<file path="src/rtl/mem_wb_reg_if.sv">
// mem_wb_reg_if: bundle of the MEM-stage result going into the MEM/WB
// pipeline register and the registered WB-stage values coming out of it.
//
//   mem_valid/mem_wd/mem_wreg/mem_wdata/mem_whilo/mem_hi/mem_lo
//       MEM-stage instruction result (bubble when mem_valid = 0)
//   wb_valid/wb_wd/wb_wreg/wb_wdata/wb_whilo/wb_hi/wb_lo
//       registered copy presented to the register file and HI/LO unit
//
// Modports:
//   master - the pipeline side that produces mem_* and consumes wb_*
//   slave  - the MEM/WB register itself
interface mem_wb_reg_if #(
  parameter int DATA_W = 32,
  parameter int ADDR_W = 5
);
  logic              mem_valid;
  logic [ADDR_W-1:0] mem_wd;
  logic              mem_wreg;
  logic [DATA_W-1:0] mem_wdata;
  logic              mem_whilo;
  logic [DATA_W-1:0] mem_hi;
  logic [DATA_W-1:0] mem_lo;

  logic              wb_valid;
  logic [ADDR_W-1:0] wb_wd;
  logic              wb_wreg;
  logic [DATA_W-1:0] wb_wdata;
  logic              wb_whilo;
  logic [DATA_W-1:0] wb_hi;
  logic [DATA_W-1:0] wb_lo;

  modport master (
    output mem_valid, mem_wd, mem_wreg, mem_wdata, mem_whilo, mem_hi, mem_lo,
    input  wb_valid, wb_wd, wb_wreg, wb_wdata, wb_whilo, wb_hi, wb_lo
  );

  modport slave (
    input  mem_valid, mem_wd, mem_wreg, mem_wdata, mem_whilo, mem_hi, mem_lo,
    output wb_valid, wb_wd, wb_wreg, wb_wdata, wb_whilo, wb_hi, wb_lo
  );
endinterface

</file>
<file path="src/rtl/mem_wb_reg.sv">
// mem_wb_reg: MEM -> WB pipeline register of the 5-stage CPU.
//
// Ports:
//   clk        system clock, all state changes on the rising edge
//   resetn     synchronous reset, active high (1 = reset)
//   stall      stall vector; bit4 = MEM stalled, bit5 = WB stalled
//   flush      pipeline flush; writes a bubble into WB
//   bus        mem_wb_reg_if.slave: mem_* inputs, registered wb_* outputs
//   retire_cnt modulo-2^CNT_W count of instructions that entered WB
//
// Per edge, in priority order: reset, flush (bubble), stall[5] (hold),
// stall[4] (bubble), otherwise load. An invalid MEM instruction loads as a
// bubble so that write enables are never asserted for it.
module mem_wb_reg #(
  parameter int DATA_W = 32,
  parameter int ADDR_W = 5,
  parameter int CNT_W  = 32
) (
  input  logic             clk,
  input  logic             resetn,
  input  logic [5:0]       stall,
  input  logic             flush,
  mem_wb_reg_if.slave      bus,
  output logic [CNT_W-1:0] retire_cnt
);

  logic              wb_valid_reg;
  logic [ADDR_W-1:0] wb_wd_reg;
  logic              wb_wreg_reg;
  logic [DATA_W-1:0] wb_wdata_reg;
  logic              wb_whilo_reg;
  logic [DATA_W-1:0] wb_hi_reg;
  logic [DATA_W-1:0] wb_lo_reg;
  logic [CNT_W-1:0]  retire_cnt_reg;

  // Only the MEM and WB stall bits matter here; earlier-stage bits are ignored.
  logic unused_stall;
  assign unused_stall = ^stall[3:0];

  // A bubble is written whenever this edge clears the stage: flush always,
  // otherwise only when WB itself is not held.
  logic bubble_next;
  logic load_next;
  assign bubble_next = flush | (~stall[5] & (stall[4] | ~bus.mem_valid));
  assign load_next   = ~flush & ~stall[5] & ~stall[4] & bus.mem_valid;

  always_ff @(posedge clk) begin
    if (resetn) begin
      wb_valid_reg   <= 1'b0;
      wb_wd_reg      <= '0;
      wb_wreg_reg    <= 1'b0;
      wb_wdata_reg   <= '0;
      wb_whilo_reg   <= 1'b0;
      wb_hi_reg      <= '0;
      wb_lo_reg      <= '0;
      retire_cnt_reg <= '0;
    end else if (bubble_next) begin
      wb_valid_reg   <= 1'b0;
      wb_wd_reg      <= '0;
      wb_wreg_reg    <= 1'b0;
      wb_wdata_reg   <= '0;
      wb_whilo_reg   <= 1'b0;
      wb_hi_reg      <= '0;
      wb_lo_reg      <= '0;
    end else if (load_next) begin
      wb_valid_reg   <= 1'b1;
      wb_wd_reg      <= bus.mem_wd;
      wb_wreg_reg    <= bus.mem_wreg;
      wb_wdata_reg   <= bus.mem_wdata;
      wb_whilo_reg   <= bus.mem_whilo;
      wb_hi_reg      <= bus.mem_hi;
      wb_lo_reg      <= bus.mem_lo;
      // Natural overflow of the CNT_W-bit add gives the required wrap.
      retire_cnt_reg <= retire_cnt_reg + 1'b1;
    end
    // Remaining case is stall[5] without flush: every register holds.
  end

  assign bus.wb_valid = wb_valid_reg;
  assign bus.wb_wd    = wb_wd_reg;
  assign bus.wb_wreg  = wb_wreg_reg;
  assign bus.wb_wdata = wb_wdata_reg;
  assign bus.wb_whilo = wb_whilo_reg;
  assign bus.wb_hi    = wb_hi_reg;
  assign bus.wb_lo    = wb_lo_reg;
  assign retire_cnt   = retire_cnt_reg;

endmodule

</file>
<file path="src/flat_wrapper.sv">
// flat-port wrapper written by rule: the top's interface ports become plain ports
module mem_wb_reg_flat 
#(
  parameter int DATA_W = 32,
  parameter int ADDR_W = 5,
  parameter int CNT_W  = 32
)
  (clk, resetn, stall, flush, retire_cnt, bus_mem_valid, bus_mem_wd, bus_mem_wreg, bus_mem_wdata, bus_mem_whilo, bus_mem_hi, bus_mem_lo, bus_wb_valid, bus_wb_wd, bus_wb_wreg, bus_wb_wdata, bus_wb_whilo, bus_wb_hi, bus_wb_lo);
  mem_wb_reg_if #(.DATA_W(DATA_W), .ADDR_W(ADDR_W)) bus_i ();
  input  logic clk;
  input  logic resetn;
  input  logic [5:0] stall;
  input  logic flush;
  output logic [CNT_W-1:0] retire_cnt;
  input wire logic [$bits(bus_i.mem_valid)-1:0] bus_mem_valid;
  input wire logic [$bits(bus_i.mem_wd)-1:0] bus_mem_wd;
  input wire logic [$bits(bus_i.mem_wreg)-1:0] bus_mem_wreg;
  input wire logic [$bits(bus_i.mem_wdata)-1:0] bus_mem_wdata;
  input wire logic [$bits(bus_i.mem_whilo)-1:0] bus_mem_whilo;
  input wire logic [$bits(bus_i.mem_hi)-1:0] bus_mem_hi;
  input wire logic [$bits(bus_i.mem_lo)-1:0] bus_mem_lo;
  output wire logic [$bits(bus_i.wb_valid)-1:0] bus_wb_valid;
  output wire logic [$bits(bus_i.wb_wd)-1:0] bus_wb_wd;
  output wire logic [$bits(bus_i.wb_wreg)-1:0] bus_wb_wreg;
  output wire logic [$bits(bus_i.wb_wdata)-1:0] bus_wb_wdata;
  output wire logic [$bits(bus_i.wb_whilo)-1:0] bus_wb_whilo;
  output wire logic [$bits(bus_i.wb_hi)-1:0] bus_wb_hi;
  output wire logic [$bits(bus_i.wb_lo)-1:0] bus_wb_lo;
  assign bus_i.mem_valid = bus_mem_valid;
  assign bus_i.mem_wd = bus_mem_wd;
  assign bus_i.mem_wreg = bus_mem_wreg;
  assign bus_i.mem_wdata = bus_mem_wdata;
  assign bus_i.mem_whilo = bus_mem_whilo;
  assign bus_i.mem_hi = bus_mem_hi;
  assign bus_i.mem_lo = bus_mem_lo;
  assign bus_wb_valid = bus_i.wb_valid;
  assign bus_wb_wd = bus_i.wb_wd;
  assign bus_wb_wreg = bus_i.wb_wreg;
  assign bus_wb_wdata = bus_i.wb_wdata;
  assign bus_wb_whilo = bus_i.wb_whilo;
  assign bus_wb_hi = bus_i.wb_hi;
  assign bus_wb_lo = bus_i.wb_lo;
  mem_wb_reg #(.DATA_W(DATA_W), .ADDR_W(ADDR_W), .CNT_W(CNT_W)) u_core (.clk(clk), .resetn(resetn), .stall(stall), .flush(flush), .bus(bus_i), .retire_cnt(retire_cnt));
endmodule
</file>
<file path="config.mk">
export PLATFORM = sky130hd
export DESIGN_NAME = mem_wb_reg_flat
export DESIGN_NICKNAME = d
export VERILOG_FILES = /design/src/rtl/mem_wb_reg_if.sv /design/src/rtl/mem_wb_reg.sv /design/src/flat_wrapper.sv
export SDC_FILE = /design/constraint.sdc
export NUM_CORES = 1
export LEC_CHECK = 0
export BUFFER_PORTS_ARGS = -buffer_cell sky130_fd_sc_hd__buf_2
export CAP_MARGIN = 20
export CELL_PAD_IN_SITES_DETAIL_PLACEMENT = 1
export CELL_PAD_IN_SITES_GLOBAL_PLACEMENT = 1
export CORE_MARGIN = 1.5
export CORE_UTILIZATION = 32
export DETAILED_ROUTE_END_ITERATION = 6
export GPL_ROUTABILITY_DRIVEN = 0
export PLACE_DENSITY = 0.92
export SYNTH_ARGS = -nofsm -noshare
export SYNTH_HDL_FRONTEND = slang
export SYNTH_SLANG_ARGS = --single-unit
</file>
<file path="constraint.sdc">
create_clock -name clk -period 2.5 [get_ports clk]
set_input_delay 0.125 -clock clk [delete_from_list [all_inputs] [get_ports clk]]
set_output_delay 0.125 -clock clk [all_outputs]
set_load 0.02 [all_outputs]
</file>
==> summary.md, run 1 <==
| Metric | Value |
|---|---|
| Outcome | `completed` |
| Fmax achieved | `475.4 MHz` |
| Worst Tran Pin Value | `0.7275 ns` |
| Vias in the first global route | `6613` |
| DR DRC count | `0` |
| TritonCTS Buffers | `17` |
| WL/cell | `19.04 um` |
| Finish-stage setup viols | `0` |
| EDFF count, synth | `0` |
| Die width | `129.1 um` |
| CP peak stage delay | `0.69 ns` |
| Synth unique cells | `27` |
| Ys flop type | `dfxtp_1` |
| Initial antenna violation count | `2` |
| Largest net degree at the start of global routing | `73` |
| Post-synth ARST share | `0%` |
| CP max-delay cell | `or4_1` |
| Dpl cell area | `6535 um2` |
| P&R area growth vs syn | `61.53%` |
| Die H | `129.1 um` |
| Core area | `15370 um2` |
| Clk_skew | `0.007495 ns` |
| PortBufs | `244` |
| Final period util | `84.13%` |
| Post-detailed-route count of antenna-violating nets | `0` |
| Final period demand of the worst path | `2.103 ns` |
| Drt initial violations | `287` |
| Setup TNS | `0 ns` |
| Max-Cap Viols | `0` |
| Via-per-instance ratio | `5.073` |
| Pre-CTS setup slack | `0.2242 ns` |
| R2R cell count | `4` |
| Count leader, synth | `nand2_1` |
| Synth top area cells | `dfxtp_1, nand2_1, a21oi_1` |
| Critical path buffer and inverter count | `0` |
| Top Family by Delay on Critical Path | `simple AND/OR/NAND/NOR gates` |
| Mapped Cells | `638` |
| Internal reg-to-reg setup slack | `0.40 ns` |
| Sequential share of the synthesized area | `53.53%` |
| DP Wirelength | `11.62 mm` |
| CTS Root Cell | `clkbuf_16` |
| Yosys Warn Count | `0` |
| GRT overflow | `0` |
| Hold path depth | `3` |
| Number of gates resized after CTS | `0` |
| Post-Syn Area | `5086 um2` |
| Crit Path Category | `flop to flop` |
| Top cell type's share of synthesized area | `53.53%` |
| Clock Latency Late Sink | `0.41 ns` |
| CTS Sinks | `136` |
| Synth area leader | `dfxtp_1` |
| Critical Path, Cell by Cell | `nand4_1 -> or4_1 -> or4_1 -> a21oi_1` |
| CTS H-tree depth | `4` |
| Via count | `6067` |
| Crit end category | `flop` |
| Leak | `3.408 nW` |
| Clock transition at path regs | `0.06 ns` |
| Worst Path Max Fanout | `10` |
| Starting Density | `33.09%` |
| Power density cells | `646.9 nW/um2` |
| Crit path top cell by count | `or4_1` |
| FF+latch count, synth | `136` |
| Worst EP required | `2.84 ns` |
| Fin. max-slew vios | `0` |
| Drt first pass iters | `4` |
| CTS tree | `done` |
| CP arrival | `2.44 ns` |
| RSZ-0062 raised after global routing | `false` |
| First-pass GRT wire length | `35.23 mm` |
| WL final | `22.77 mm` |
| All-Layer GR Usage | `27.54%` |
| Row Count | `45` |
| Avg Cell Area, Syn | `7.972 um2` |
| Worst path depth | `4` |
| Min setup slack post-route | `0.3967 ns` |
| Syn Nets | `752` |
| Die outline area | `16660 um2` |
| Fin area | `8215 um2` |
| Worst setup SP type | `flop` |
| Maximum VDD drop | `0.0004442 V` |
| Final hold viol count | `0` |
| CTS max path bufs | `2` |
| Synth cell count leaders | `nand2_1, dfxtp_1, a21oi_1, clkbuf_1, or4_1` |
| Max_slew headroom | `51.50%` |
| Io pins | `249` |
| Fraction of layout cells with a size suffix above 1 | `29.81%` |
| Nets@finish | `1084` |
| Hold Path Class | `primary input to flop` |
-- logic make-up (layout without fill, tap and decap cells) --
family,count (synthesis),in the layout,share of synthesized area (%)
AOI/OAI and AO/OA,147,147,15.25
xor gates and xnor gates,8,8,1.378
adders and majority gates,1,1,0.2460
buffers and inverters,48,393,3.592
DFF,136,136,53.53
muxes,2,2,0.4428
other,0,2,0
and+or+nand+nor,296,296,25.56
-- layout make-up --
type / count / area [um2]
clock inverter: 13 / 191.4
fill: 1846 / 7156
tap: 211 / 264.0
antenna: 2 / 5.005
timing repair buffer: 359 / 2367
clock buffer: 19 / 452.9
sequential: 136 / 2723
inverter: 2 / 7.507
multi-input combinational: 454 / 2205
-- per-stage QoR --
| stage | instances | hold slack (ns) | power (mW) | utilization [%] |
|---|---|---|---|---|
| after floorplan | 638 | 0.2610 | 2.315 | - |
| after global placement | 1059 | 0.3650 | 2.442 | 42.52 |
| after detailed placement | 1059 | 0.3720 | 2.447 | 42.52 |
| after CTS | 1194 | 0.2190 | 5.324 | 53.41 |
| after global routing | 1196 | 0.2370 | 5.482 | 53.45 |
| final | 1196 | 0.2351 | 5.315 | 53.45 |
-- tightest hold or removal path: stages --
cell    delay [ns]
buf_2         0.11
buf_4         0.24
nor2_1        0.13
-- report_power, final --
part           total (mW)  switching (mW)  leakage [nW]  internal [mW]
registers            2.18         0.00630          1.10           2.18
logic               0.367           0.169          2.01          0.198
clock network        2.77            1.03         0.307           1.73
-- placed cells by master, fill, tap and decap left out, types with 11 or more instances in the layout --
cell type / Yosys / layout
nand3_1: 11 / 11
or4_1: 18 / 18
nor2_1: 13 / 13
buf_2: 2 / 244
a21oi_1: 125 / 125
clkbuf_16: 0 / 17
nand2_1: 220 / 220
dlygate4sd3_1: 0 / 103
o31ai_1: 16 / 16
nand4_1: 12 / 12
dfxtp_1: 136 / 136
-- worst paths after layout --
check                          start                 endpoint
max            u_core.retire_cnt[17]    u_core.retire_cnt[31]
min                           resetn     u_core.retire_cnt[6]
max reg2reg    u_core.retire_cnt[17]    u_core.retire_cnt[31]
min reg2reg  u_core.bus.wb_wdata[10]  u_core.bus.wb_wdata[10]
-- repair_timing --
| action | in CTS | in global routing |
|---|---|---|
| endpoints found under the hold margin | 103 | 0 |
| buffers inserted | 0 | 0 |
| hold buffers | 103 | 0 |
-- routing by layer --
layer / GRT usage (%) / wire length, um / vias to the layer above / share of wire [%]
met2: 49.32 / 11700 / 274 / 51
met4: 13.35 / 761 / 0 / 3.3
met1: 29.11 / 8534 / 2895 / 37
li1: - / - / 2833 / -
met5: 0 / 0 / - / 0
met3: 9.166 / 1769 / 65 / 7.8
(Power assumes the default switching activity.)
==> run 2: changes to the inputs <==
- CORE_UTILIZATION: 32 -> 29
- PLACE_DENSITY: 0.92 -> 0.88
- clock period: 2.5 -> 1.77 ns (I/O delays scaled with it)
==> run 2 against run 1 <==
Effect of this change: the flow now finishes with violations (negative setup slack); core utilization down 3.8 points; setup slack worse by 0.40 ns; total power up 31%.
==> summary.md, run 2 (synthesis gave the netlist of run 1 again) <==
| Metric | Value |
|---|---|
| Outcome | `complete, but fails checks` |
| Failing checks | `negative setup slack` |
| Worst setup SP type | `flop` |
| Setup TNS | `-0.005442 ns` |
| Max_slew headroom | `48.58%` |
| Final hold viol count | `0` |
| Clock transition at path regs | `0.06 ns` |
| Die H | `135.4 um` |
| Nets@finish | `1123` |
| Via-per-instance ratio | `4.916` |
| Final period demand of the worst path | `1.775 ns` |
| CP peak stage delay | `0.47 ns` |
| P&R area growth vs syn | `68.36%` |
| Top Family by Delay on Critical Path | `simple AND/OR/NAND/NOR gates` |
| Row Count | `48` |
| CTS Sinks | `136` |
| Worst EP required | `2.10 ns` |
| Drt first pass iters | `4` |
| Crit Path Category | `flop to flop` |
| Crit end category | `flop` |
| WL/cell | `17.41 um` |
| Vias in the first global route | `6603` |
| Worst Tran Pin Value | `0.7713 ns` |
| Number of fill cells | `2120` |
| Wire length on met3 | `1.203 mm` |
| Clock Latency Late Sink | `0.41 ns` |
| Starting Density | `29.51%` |
| Crit path top cell by count | `buf_6` |
| CTS Root Cell | `clkbuf_16` |
| Max-Cap Viols | `0` |
| CP arrival | `2.11 ns` |
| Met1 wire length | `8.092 mm` |
| Leak | `3.598 nW` |
| Final period util | `100.3%` |
| PortBufs | `244` |
| Finish-stage setup viols | `1` |
| TritonCTS Buffers | `17` |
| Critical Path, Cell by Cell | `buf_6 -> and4_4 -> nand4_1 -> buf_6 -> or4_4 -> a21oi_2` |
| Fmax achieved | `563.2 MHz` |
| Worst Path Max Fanout | `5` |
| GRT overflow | `0` |
| WL met2 | `11.62 mm` |
| WL final | `21.78 mm` |
| CTS H-tree depth | `4` |
| Via count | `6150` |
| Hold Path Class | `primary input to flop` |
| DR DRC count | `0` |
| CP max-delay cell | `or4_4` |
| DP Wirelength | `11.86 mm` |
| Pre-CTS setup slack | `-0.2335 ns` |
| RSZ-0062 raised after global routing | `true` |
| Post-detailed-route count of antenna-violating nets | `0` |
| Core area | `17240 um2` |
| All-Layer GR Usage | `23.09%` |
| Largest net degree at the start of global routing | `105` |
| Maximum VDD drop | `0.0006509 V` |
| Initial antenna violation count | `3` |
| Power density cells | `815.5 nW/um2` |
| Io pins | `249` |
| Fin. max-slew vios | `0` |
| Clk_skew | `0.006732 ns` |
| Leading cell type in the layout, fill and taps excluded | `buf_2` |
| Drt initial violations | `250` |
| Critical path buffer and inverter count | `2` |
| Most frequent cells in the layout | `buf_2, nand2_1, dfxtp_1, a21oi_1, dlygate4sd3_1` |
| Die outline area | `18340 um2` |
| Die width | `135.4 um` |
| Highest Signal Layer | `met4` |
| CTS max path bufs | `2` |
| First-pass GRT wire length | `33.07 mm` |
| Min setup slack post-route | `-0.005442 ns` |
| CTS tree | `done` |
| Fraction of layout cells with a size suffix above 1 | `35.13%` |
[run 2: changes by cell type in the layout (fill, tap and decap cells not counted), sizes merged]
cell	before	now
clkinv	3	5
clkbuf	19	18
buf	256	295
diode	2	4
clkinvlp	3	5
bufinv	4	1
[run 2: per-layer routing]
| metal | global-route usage, % | vias to the layer above |
|---|---|---|
| met3 | 6.510 | 62 |
| li1 | - | 2912 |
| met5 | 0 | - |
| met1 | 23.02 | 2953 |
| met4 | 11.53 | 0 |
| met2 | 43.57 | 223 |
[run 2: layout make-up]
| class | instances | area [um2] | area share (%) |
|---|---|---|---|
| Multi-Input combinational cell | 454 | 2277 | 26.59 |
| Antenna cell | 4 | 10.01 | 0.1169 |
| Inverter | 2 | 7.507 | 0.08767 |
| Tap cell | 225 | 281.5 | 3.288 |
| Sequential cell | 136 | 2744 | 32.04 |
| Clock buffer | 18 | 439.2 | 5.129 |
| Timing Repair Buffer | 398 | 2680 | 31.30 |
| Clock inverter | 14 | 123.9 | 1.447 |
[run 2: repair_timing]
action / CTS / global route
resized for setup: 8 / 16
hold endpoints to repair: 103 / 0
setup endpoints to repair: 11 / 16
gates cloned: 0 / 1
hold buffers: 103 / 0
pin swaps: 4 / 9
setup buffers: 0 / 6
[run 2: metrics by stage]
step | power, mW | hold WS (ns) | instances | util [%] | instance area, um2
after CTS | 7.043 | 0.1732 | 1240 | 49.00 | 8446
after global placement | 3.449 | 0.3289 | 1105 | 39.59 | 6824
after global routing | 7.241 | 0.2010 | 1250 | 49.67 | 8561
after floorplan | 3.270 | 0.2245 | 638 | - | 5144
after detailed placement | 3.456 | 0.3360 | 1105 | 39.59 | 6824
final | 6.983 | 0.1942 | 1251 | 49.68 | 8563
[run 2: final timing paths]
| path | endpoint | slack [ns] | cells after the start | startpoint |
|---|---|---|---|---|
| worst min register to register | u_core.bus.wb_hi[24] | 0.45 | 2 | u_core.bus.wb_hi[24] |
| worst min-delay path | u_core.retire_cnt[3] | 0.19 | 3 | resetn |
| worst max-delay path | u_core.retire_cnt[18] | -0.005 | 6 | u_core.retire_cnt[4] |
| worst max register to register | u_core.retire_cnt[18] | -0.005 | 6 | u_core.retire_cnt[4] |
[run 2: report_power, final]
group,switching (mW),total [mW],leakage [nW],internal (mW)
clock network,1.42,3.39,0.265,1.97
registers,0.00783,3.08,1.10,3.07
logic,0.230,0.512,2.23,0.283
total,1.65,6.98,3.60,5.33
[run 2: tightest hold or removal path, cell delays in order]
cell and delay [ns]:
buf_2 0.11, buf_4 0.24, nor2_1 0.13
==> run 3: changes to the inputs <==
- BUFFER_PORTS_ARGS: -buffer_cell sky130_fd_sc_hd__buf_2 -> not set
- CORE_UTILIZATION: 29 -> 39
- DONT_BUFFER_PORTS: not set -> 1
- PLACE_DENSITY: 0.88 -> 0.86
==> run 3 against run 2 <==
Effect of this change: the flow still finishes with violations (negative setup slack); largest power group unchanged; highest routed layer unchanged; first-iteration DRC count rose by 57%; via count fell by 13%; final cell count fell by 24%; wire length fell by 6.0%.
==> summary.md, run 3 (synthesis gave the netlist of run 1 again) <==
| Metric | Value |
|---|---|
| Outcome | `complete, but fails checks` |
| Failing checks | `negative setup slack` |
| Final period demand of the worst path | `1.808 ns` |
| Finish-stage setup viols | `6` |
| CTS Root Cell | `clkbuf_16` |
| Worst Path Max Fanout | `9` |
| Drt first pass iters | `4` |
| Placed cells | `814` |
| CTS max path bufs | `2` |
| All-Layer GR Usage | `28.67%` |
| Clock transition at path regs | `0.06 ns` |
| TritonCTS Buffers | `17` |
| CTS tree | `done` |
| Starting Density | `40.14%` |
| Via count | `5346` |
| Die width | `117.2 um` |
| Leak | `2.454 nW` |
| First-pass GRT wire length | `29.57 mm` |
| Clock Latency Late Sink | `0.42 ns` |
| Max-Cap Viols | `0` |
| Share of power burned in registers | `43.1%` |
| Fmax achieved | `553.2 MHz` |
| Die outline area | `13740 um2` |
| Die H | `117.2 um` |
| CP arrival | `2.15 ns` |
| Initial antenna violation count | `3` |
| Switching share of total power | `22.57%` |
| Largest net degree at the start of global routing | `105` |
| GRT overflow | `0` |
| Nets@finish | `881` |
| Fraction of layout cells with a size suffix above 1 | `13.97%` |
| Row Count | `41` |
| Fin. max-slew vios | `0` |
| Gate power share | `5.0%` |
| Clock power share | `52.0%` |
| CTS H-tree depth | `4` |
| Max_slew headroom | `56.82%` |
| Crit end category | `flop` |
| Int Pwr | `5.570 mW` |
| Final period util | `102.1%` |
| Maximum VDD drop | `0.0005812 V` |
| Drt initial violations | `393` |
| Clk_skew | `0.01299 ns` |
| Worst EP required | `2.12 ns` |
| Fin cells | `957` |
| Worst setup SP type | `flop` |
| RSZ-0062 raised after global routing | `true` |
| DR DRC count | `0` |
| P&R area growth vs syn | `43.81%` |
| Total power | `7.194 mW` |
| Vias in the first global route | `5872` |
| WL/cell | `21.40 um` |
| CTS Sinks | `136` |
| Post-detailed-route count of antenna-violating nets | `0` |
| Via-per-instance ratio | `5.586` |
| Core area | `12670 um2` |
| Power density cells | `983.5 nW/um2` |
| Crit Path Category | `flop to flop` |
| Io pins | `249` |
| Pre-CTS setup slack | `-0.08632 ns` |
| Switching Power | `1.623 mW` |
| Leading cell type in the layout, fill and taps excluded | `nand2_1` |
| PortBufs | `0` |
| Worst Tran Pin Value | `0.6477 ns` |
| Min setup slack post-route | `-0.03777 ns` |
| Most frequent cells in the layout | `nand2_1, dfxtp_1, a21oi_1, dlygate4sd3_1, buf_4` |
| WL final | `20.48 mm` |
| Final hold viol count | `0` |
| DP Wirelength | `11.01 mm` |
| Hold Path Class | `primary input to flop` |
run 3: cell count changes in the layout (fill, tap and decap cells not counted), sizes merged:
cell / previous run / this run
bufinv: 1 / 3
diode: 4 / 5
clkinvlp: 5 / 2
clkbuf: 18 / 19
dlygate4sd3: 103 / 104
buf: 295 / 52
run 3: layout make-up:
class                      instances  area (um2)
sequential                       136        2740
timing repair buffer             156        1464
antenna                            5       12.51
multi-input combinational        454        2255
clock inverter                    13       167.7
fill                            1482        5356
clock buffer                      19       452.9
tap                              172       215.2
inverter                           2       7.507
run 3: per-stage QoR:
step / setup TNS (ns) / cell area [um2] / hold slack (ns) / utilization [%]
floorplan: -0.9553 / 5144 / 0.2245 / -
global placement: -0.1692 / 5569 / 0.1533 / 43.95
detailed placement: -0.4526 / 5569 / 0.1582 / 43.95
CTS: 0 / 7269 / 0.04629 / 57.37
global route: -0.3016 / 7310 / 0.08864 / 57.69
finish: -0.1483 / 7315 / 0.06180 / 57.73
run 3: power groups by stage:
| stage | logic, mW | registers (mW) | clock network, mW |
|---|---|---|---|
| final | 0.358 | 3.10 | 3.74 |
| after CTS | 0.338 | 3.10 | 3.73 |
| after global placement | 0.125 | 3.16 | 0 |
| after global routing | 0.378 | 3.10 | 3.92 |
| after floorplan | 0.107 | 3.16 | 0 |
| after detailed placement | 0.133 | 3.17 | 0 |
run 3: repair_timing:
action                                  4_1_cts  5_1_grt
pin swaps                                     3        1
setup buffers                                 0        1
hold buffers                                105        0
gates resized for setup                       5        8
hold endpoints to repair                    135        0
endpoints found under the setup margin       15       16
run 3: per-layer routing:
metal  vias to the layer above  track usage [%]  share of wire (%)
met1                      2603            27.80                 35
met5                         -                0                  0
li1                       2423                -                  -
met2                       255            52.05                 53
met4                         0            18.39                3.9
met3                        65            9.578                8.2
run 3: worst max-delay path, cell delays in order, from the launching register on:
cell and delay [ns]:
dfxtp_2 0.36, nand4_1 0.20, or4_4 0.62, or4_1 0.42, a21oi_1 0.13
run 3: final timing paths:
check                             from               endpoint  slack, ns  depth (start not counted)
setup reg to reg  u_core.retire_cnt[5]  u_core.retire_cnt[24]      -0.04                          4
hold reg to reg    u_core.bus.wb_hi[0]    u_core.bus.wb_hi[0]       0.56                          2
hold / removal                   flush   u_core.retire_cnt[1]       0.06                          4
setup / recovery  u_core.retire_cnt[5]  u_core.retire_cnt[24]      -0.04                          4
